## src/rtl/decode_stage.sv

```systemverilog
// rtl/decode_stage.sv - ID stage: control decode, register file, registered ID/EX boundary.
// Optional same-cycle write-back bypass on the read ports: define DECODE_WB_BYPASS_EN.
module decode_stage #(
  parameter int DATA_W = 16,
  parameter int NREGS  = 8,
  localparam int AW    = $clog2(NREGS)
) (
  input  logic              clk,
  input  logic              reset,
  input  logic [31:0]       in_instr,
  input  logic              in_valid,
  output logic              in_ready,
  input  logic              ex_ready,
  input  logic              flush,
  input  logic              wb_en,
  input  logic [AW-1:0]     wb_addr,
  input  logic [DATA_W-1:0] wb_data,
  output logic              ex_valid,
  output logic              ex_reg_write,
  output logic              ex_mem_write,
  output logic              ex_mem_read,
  output logic              ex_alu_src,
  output logic              ex_mem_to_reg,
  output logic [2:0]        ex_alu_ctrl,
  output logic [DATA_W-1:0] ex_rd1,
  output logic [DATA_W-1:0] ex_rd2,
  output logic [DATA_W-1:0] ex_imm,
  output logic [AW-1:0]     ex_dst,
  output logic              illegal
);

  localparam logic [4:0] OP_LDM = 5'b00001;
  localparam logic [4:0] OP_STD = 5'b00010;
  localparam logic [4:0] OP_ADD = 5'b00011;
  localparam logic [4:0] OP_NOT = 5'b00100;
  localparam logic [4:0] OP_NOP = 5'b00101;

  logic [4:0]        opcode;
  logic [AW-1:0]     rs, rt;
  logic              unused_bits;

  assign opcode      = in_instr[31:27];
  assign rs          = in_instr[26 -: AW];
  assign rt          = in_instr[26-AW -: AW];
  assign unused_bits = ^in_instr[26-2*AW:16];

  logic [DATA_W-1:0] regs_q [NREGS];

  logic [2:0] dec_alu;
  logic       dec_rw, dec_mw, dec_mr, dec_as, dec_mtr;
  logic       dec_rrs, dec_rrt, dec_ill;

  always_comb begin
    dec_alu = 3'b100;
    dec_rw  = 1'b0;
    dec_mw  = 1'b0;
    dec_mr  = 1'b0;
    dec_as  = 1'b0;
    dec_mtr = 1'b0;
    dec_rrs = 1'b0;
    dec_rrt = 1'b0;
    dec_ill = 1'b0;
    case (opcode)
      OP_LDM: begin
        dec_alu = 3'b010;
        dec_rw  = 1'b1;
        dec_mr  = 1'b1;
        dec_as  = 1'b1;
        dec_mtr = 1'b1;
      end
      OP_STD: begin
        dec_alu = 3'b011;
        dec_mw  = 1'b1;
        dec_rrs = 1'b1;
        dec_rrt = 1'b1;
      end
      OP_ADD: begin
        dec_alu = 3'b000;
        dec_rw  = 1'b1;
        dec_rrs = 1'b1;
        dec_rrt = 1'b1;
      end
      OP_NOT: begin
        dec_alu = 3'b001;
        dec_rw  = 1'b1;
        dec_rrs = 1'b1;
      end
      OP_NOP: ;
      default: dec_ill = 1'b1;
    endcase
  end

  logic [DATA_W-1:0] rd1, rd2;
`ifdef DECODE_WB_BYPASS_EN
  assign rd1 = (wb_en && wb_addr == rs) ? wb_data : regs_q[rs];
  assign rd2 = (wb_en && wb_addr == rt) ? wb_data : regs_q[rt];
`else
  assign rd1 = regs_q[rs];
  assign rd2 = regs_q[rt];
`endif

  logic              valid_q, rw_q, mw_q, mr_q, as_q, mtr_q, illegal_q;
  logic [2:0]        alu_q;
  logic [DATA_W-1:0] rd1_q, rd2_q, imm_q;
  logic [AW-1:0]     dst_q;

  logic              valid_d, rw_d, mw_d, mr_d, as_d, mtr_d, illegal_d;
  logic [2:0]        alu_d;
  logic [DATA_W-1:0] rd1_d, rd2_d, imm_d;
  logic [AW-1:0]     dst_d;

  logic hazard, accept;

  // Load-use: a load in ID/EX cannot forward to the instruction being decoded.
  assign hazard   = valid_q && mr_q &&
                    ((dec_rrs && rs == dst_q) || (dec_rrt && rt == dst_q));
  assign in_ready = ex_ready && !hazard && !flush;
  assign accept   = in_valid && in_ready;

  always_comb begin
    valid_d   = valid_q;
    rw_d      = rw_q;
    mw_d      = mw_q;
    mr_d      = mr_q;
    as_d      = as_q;
    mtr_d     = mtr_q;
    alu_d     = alu_q;
    rd1_d     = rd1_q;
    rd2_d     = rd2_q;
    imm_d     = imm_q;
    dst_d     = dst_q;
    illegal_d = illegal_q | (accept & dec_ill);
    if (accept) begin
      valid_d = 1'b1;
      rw_d    = dec_rw;
      mw_d    = dec_mw;
      mr_d    = dec_mr;
      as_d    = dec_as;
      mtr_d   = dec_mtr;
      alu_d   = dec_alu;
      rd1_d   = rd1;
      rd2_d   = rd2;
      imm_d   = DATA_W'($signed(in_instr[15:0]));
      dst_d   = rt;
    end else if (ex_ready || flush) begin
      valid_d = 1'b0;
      rw_d    = 1'b0;
      mw_d    = 1'b0;
      mr_d    = 1'b0;
      as_d    = 1'b0;
      mtr_d   = 1'b0;
      alu_d   = 3'b000;
    end
  end

  always_ff @(posedge clk) begin
    if (reset) begin
      for (int i = 0; i < NREGS; i++) regs_q[i] <= '0;
      valid_q   <= 1'b0;
      rw_q      <= 1'b0;
      mw_q      <= 1'b0;
      mr_q      <= 1'b0;
      as_q      <= 1'b0;
      mtr_q     <= 1'b0;
      alu_q     <= 3'b000;
      rd1_q     <= '0;
      rd2_q     <= '0;
      imm_q     <= '0;
      dst_q     <= '0;
      illegal_q <= 1'b0;
    end else begin
      if (wb_en) regs_q[wb_addr] <= wb_data;
      valid_q   <= valid_d;
      rw_q      <= rw_d;
      mw_q      <= mw_d;
      mr_q      <= mr_d;
      as_q      <= as_d;
      mtr_q     <= mtr_d;
      alu_q     <= alu_d;
      rd1_q     <= rd1_d;
      rd2_q     <= rd2_d;
      imm_q     <= imm_d;
      dst_q     <= dst_d;
      illegal_q <= illegal_d;
    end
  end

  assign ex_valid      = valid_q;
  assign ex_reg_write  = rw_q;
  assign ex_mem_write  = mw_q;
  assign ex_mem_read   = mr_q;
  assign ex_alu_src    = as_q;
  assign ex_mem_to_reg = mtr_q;
  assign ex_alu_ctrl   = alu_q;
  assign ex_rd1        = rd1_q;
  assign ex_rd2        = rd2_q;
  assign ex_imm        = imm_q;
  assign ex_dst        = dst_q;
  assign illegal       = illegal_q;

endmodule

```

## config.mk

```make
export PLATFORM = sky130hd
export DESIGN_NAME = decode_stage
export DESIGN_NICKNAME = d
export VERILOG_FILES = /design/src/rtl/decode_stage.sv
export SDC_FILE = /design/constraint.sdc
export NUM_CORES = 1
export LEC_CHECK = 0
export BUFFER_PORTS_ARGS = -buffer_cell sky130_fd_sc_hd__buf_2
export CAP_MARGIN = 20
export CORE_ASPECT_RATIO = 0.75
export CORE_MARGIN = 8
export CORE_UTILIZATION = 32
export CTS_BUF_LIST = sky130_fd_sc_hd__clkbuf_4
export DETAILED_ROUTE_END_ITERATION = 16
export PLACE_DENSITY = 0.57
export SLEW_MARGIN = 20
export SYNTH_ARGS = -nofsm -noshare
export SYNTH_HDL_FRONTEND = slang
export SYNTH_SLANG_ARGS = --single-unit
```

## constraint.sdc

```tcl
create_clock -name clk -period 4.1 [get_ports clk]
set_input_delay 1.23 -clock clk [delete_from_list [all_inputs] [get_ports clk]]
set_output_delay 1.23 -clock clk [all_outputs]
set_load 0.01 [all_outputs]
```

==> impl_metrics.toml <==
[routing]
postRouteAntennaNets = 0
drt_pre_antenna_iters = 5
total_via_count_in_the_routed_design = 6753
drtIter0Drc = 567
vias_per_cell = 5.15
drt-wirelength-per-cell_um = 20.8
number_of_remaining_drc_errors = 0
drt_wl_total_um = 27300

[sta]
hold_viol = 0
clock.fmax_mhz = 255
setup_total_negative_slack_ns = 0
setup_ws_ns = 0.171
worst_slew_margin_rel_pct = 43.8
report.final.slew_viol_count = 0
finalCritPeriodShare_pct = 95.8
finalCriticalPeriod_ns = 3.93
worst_clock_skew_ns = 0.0283
timing.final.setup_violations = 0
grt_setup_unrepaired = "no"
tightest_slew_ns = 0.842

[synth]
syn_inst = 813
ys_ff_latch = 187
mean_instance_size_in_the_synthesized_netlist_um2 = 11.4
synthesis.nets = 870
netlist-cell-type-count = 38
yosysWarningCount = 0
synth_sequential_area_ratio_pct = 54.3
post_synth_design_cell_area_mm2 = 0.00926

[placed_design]
place_congestion = 0.812
place_hpwl_um = 18300
place.port_buffers = 113
detailedPlace.worstSlack_ns = 0.166

[finish]
layout-area-overhead-vs-synth_pct = 13.5
regMostFlops = "regs_q"
post_route_cells_drive_above_1_share_pct = 26.7
layout.cells.most_common_list = "sky130_fd_sc_hd__and2_1, sky130_fd_sc_hd__edfxtp_1, sky130_fd_sc_hd__buf_2"
fin_nets = 961
flip_flop_count_of_the_largest_register_after_layout = 128
mostFrequentLayoutCell = "sky130_fd_sc_hd__and2_1"
nFillCells = 2878

[setup_path]
critical_path_depth = 6
cpMaxStageDelayCell = "sky130_fd_sc_hd__or4b_4"
required_time_of_the_worst_setup_path_ns = 2.87
timing.setup.critical_path_class = "input pin to output pin"
critical_path.top_delay_family = "simple AND/OR/NAND/NOR gates"
max_fanout_on_critical_path = 4
critical_path.reg2reg.startpoint = "ex_dst[0]$_SDFFE_PP0P_"
timing.critical_path.cells = "buf_2 > or4b_4 > nor4_4 > o211ai_4 > and2_1 > buf_2"
setup.worst_path.start = "in_instr[31]"
crit_arrival_ns = 2.70
critPathLaunchType = "input pin"
max_stage_delay_ns = 0.57
regToRegSetupSlack_ns = 1.77
critical_path_buf_inv_count = 2
ff2ff_path_depth = 7
cp_common_cell = "sky130_fd_sc_hd__buf_2"
worst_setup_path_end_kind = "output pin"
critical_r2r_capture = "ex_alu_ctrl[1]$_SDFFE_PP0P_"

[job]
drv_cap = 0

[global_routing]
grt_pass1_wl_um = 40400
antenna_violations_before_repair = 5
grt_util_all_layers_pct = 15.4
grt_max_degree = 64
via_count_of_the_first_global_routing_pass = 6553
grt_overflow = 0

[clocking]
post_cts_hold_buffer_count = 0
clock-sinks = 187
post_cts.resized_instances = 0
clock-root-buffer = "sky130_fd_sc_hd__clkbuf_4"
path_clk_slew_ns = 0.15
clock_insertion_delay_worst_skew_ns = 0.59
cts.htree.levels = 4
post_cts_buffers = 0
clock_tree_from_tritoncts = "built"
numCtsBuffers = 17
clock_tree.buffer_depth = 2

[power_and_ir_drop]
power_frac_clock_pct = 29.5
switching_share_pct = 27.6
switching_power_mw = 1.04
totalPowerFinal_mw = 3.75
power_density_over_the_cells_mw_per_mm2 = 357
ir_drop_v = 0.000157
power.combinational.fraction_pct = 12.8
internal-power_mw = 2.72
power_leakage_nw = 3.97
seq_power_share_pct = 57.7

[die]
placementRows = 54
fp.dieArea_mm2 = 0.0347
start_util_pct = 32.2
chipWidth_um = 212
core-area_mm2 = 0.0288
boundaryPins = 119
chipHeight_um = 163

[hold_path]
hp-class = "flop to flop"
worstHoldEndpoint = "ex_mem_write$_SDFFE_PP0P_"
whs_path_depth = 2
min_from = "ex_mem_write$_SDFFE_PP0P_"

[outcome]
status = "finished, final reports clean"
==> layout make-up <==
cell class / instances / area, um^2 / share of cell area, %
diodes: 1 / 2.50 / 0.0238
clock buffers: 17 / 128 / 1.22
multi-input cells: 561 / 3930 / 37.4
well taps: 392 / 490 / 4.67
flip-flops and latches: 187 / 5020 / 47.8
clock inverters: 15 / 175 / 1.67
repair buffers: 137 / 751 / 7.15
==> metrics by stage <==
step	util [%]	cell area [um^2]	hold WS, ns	std cells
after floorplan	-	9260	0.477	813
after global placement	35.4	10200	0.432	1277
after detailed placement	35.4	10200	0.440	1277
after CTS	36.5	10500	0.470	1309
after global routing	36.5	10500	0.496	1310
final	36.5	10500	0.465	1310
==> cells by family (layout without fill, tap and decap cells) <==
| family | after synthesis | after routing | share of synthesized area, % |
|---|---|---|---|
| and+or+nand+nor | 243 | 243 | 15.3 |
| AOI/OAI and AO/OA | 189 | 189 | 12.4 |
| DFF | 187 | 187 | 54.3 |
| muxes | 122 | 122 | 14.0 |
| buffers and inverters | 65 | 169 | 3.35 |
| xor gates and xnor gates | 7 | 7 | 0.662 |
| other | 0 | 1 | 0 |
==> how the worst max path moves through the flow <==
stage / to / slack, ns
floorplan: in_ready / 0.18
global placement: in_ready / 0.17
detailed placement: in_ready / 0.17
CTS: in_ready / 0.16
global route: in_ready / 0.11
finish: in_ready / 0.17
==> power groups by stage <==
stage,Sequential [mW],Clock (mW),Combinational [mW]
6_report,2.17,1.11,0.481
5_1_grt,2.18,1.20,0.519
4_1_cts,2.16,1.13,0.481
3_5_place_dp,2.21,0,0.479
3_3_place_gp,2.20,0,0.474
2_1_floorplan,2.20,0,0.284
==> worst min-delay path, delay by kind of cell, from the launching register on <==
kind	cells	cell delay (ns)
DFF	1	0.34
and+or+nand+nor	1	0.05
AOI/OAI and AO/OA	1	0.05
==> synth_stat cells <==
cell | instances | area, um^2
sky130_fd_sc_hd__o22ai_1 | 30 | 188
sky130_fd_sc_hd__o211a_4 | 1 | 17.5
sky130_fd_sc_hd__nand3_1 | 50 | 250
sky130_fd_sc_hd__buf_2 | 17 | 85.1
sky130_fd_sc_hd__a21oi_1 | 59 | 295
sky130_fd_sc_hd__edfxtp_1 | 128 | 3840
sky130_fd_sc_hd__mux2i_1 | 62 | 621
sky130_fd_sc_hd__nand3b_1 | 1 | 7.51
sky130_fd_sc_hd__a211oi_1 | 8 | 60.1
sky130_fd_sc_hd__o21ai_0 | 57 | 285
sky130_fd_sc_hd__or2_2 | 8 | 50.1
sky130_fd_sc_hd__or4b_4 | 1 | 13.8
sky130_fd_sc_hd__or3b_2 | 1 | 8.76
sky130_fd_sc_hd__nor2_1 | 13 | 48.8
sky130_fd_sc_hd__buf_1 | 9 | 33.8
sky130_fd_sc_hd__buf_6 | 5 | 56.3
sky130_fd_sc_hd__o31ai_1 | 2 | 15.0
sky130_fd_sc_hd__a21bo_2 | 1 | 10.0
sky130_fd_sc_hd__mux2_2 | 60 | 676
sky130_fd_sc_hd__xor2_1 | 7 | 61.3
sky130_fd_sc_hd__nor4_4 | 1 | 21.3
sky130_fd_sc_hd__dfxtp_1 | 59 | 1180
sky130_fd_sc_hd__buf_4 | 2 | 15.0
sky130_fd_sc_hd__nor3b_1 | 1 | 7.51
sky130_fd_sc_hd__a22o_1 | 1 | 8.76
sky130_fd_sc_hd__clkbuf_1 | 32 | 120
sky130_fd_sc_hd__or3_1 | 1 | 6.26
sky130_fd_sc_hd__a311oi_1 | 1 | 8.76
sky130_fd_sc_hd__a221oi_1 | 27 | 236
sky130_fd_sc_hd__nand4_1 | 2 | 12.5
sky130_fd_sc_hd__nand2b_1 | 5 | 31.3
sky130_fd_sc_hd__nor3_1 | 4 | 20.0
sky130_fd_sc_hd__and2_1 | 131 | 820
sky130_fd_sc_hd__nand2_1 | 13 | 48.8
sky130_fd_sc_hd__nand4b_1 | 1 | 8.76
sky130_fd_sc_hd__a31o_2 | 1 | 8.76
sky130_fd_sc_hd__o211ai_2 | 1 | 12.5
sky130_fd_sc_hd__nor2b_1 | 10 | 62.6
==> per-layer routing <==
layer | vias up | global-route usage [%] | share of wire, %
met1 | 3301 | 22.0 | 48
met3 | 32 | 3.97 | 7.4
met5 | - | 0 | 0.20
li1 | 3204 | - | -
met4 | 8 | 4.07 | 1.3
met2 | 208 | 23.0 | 43
(Power assumes the default switching activity.)
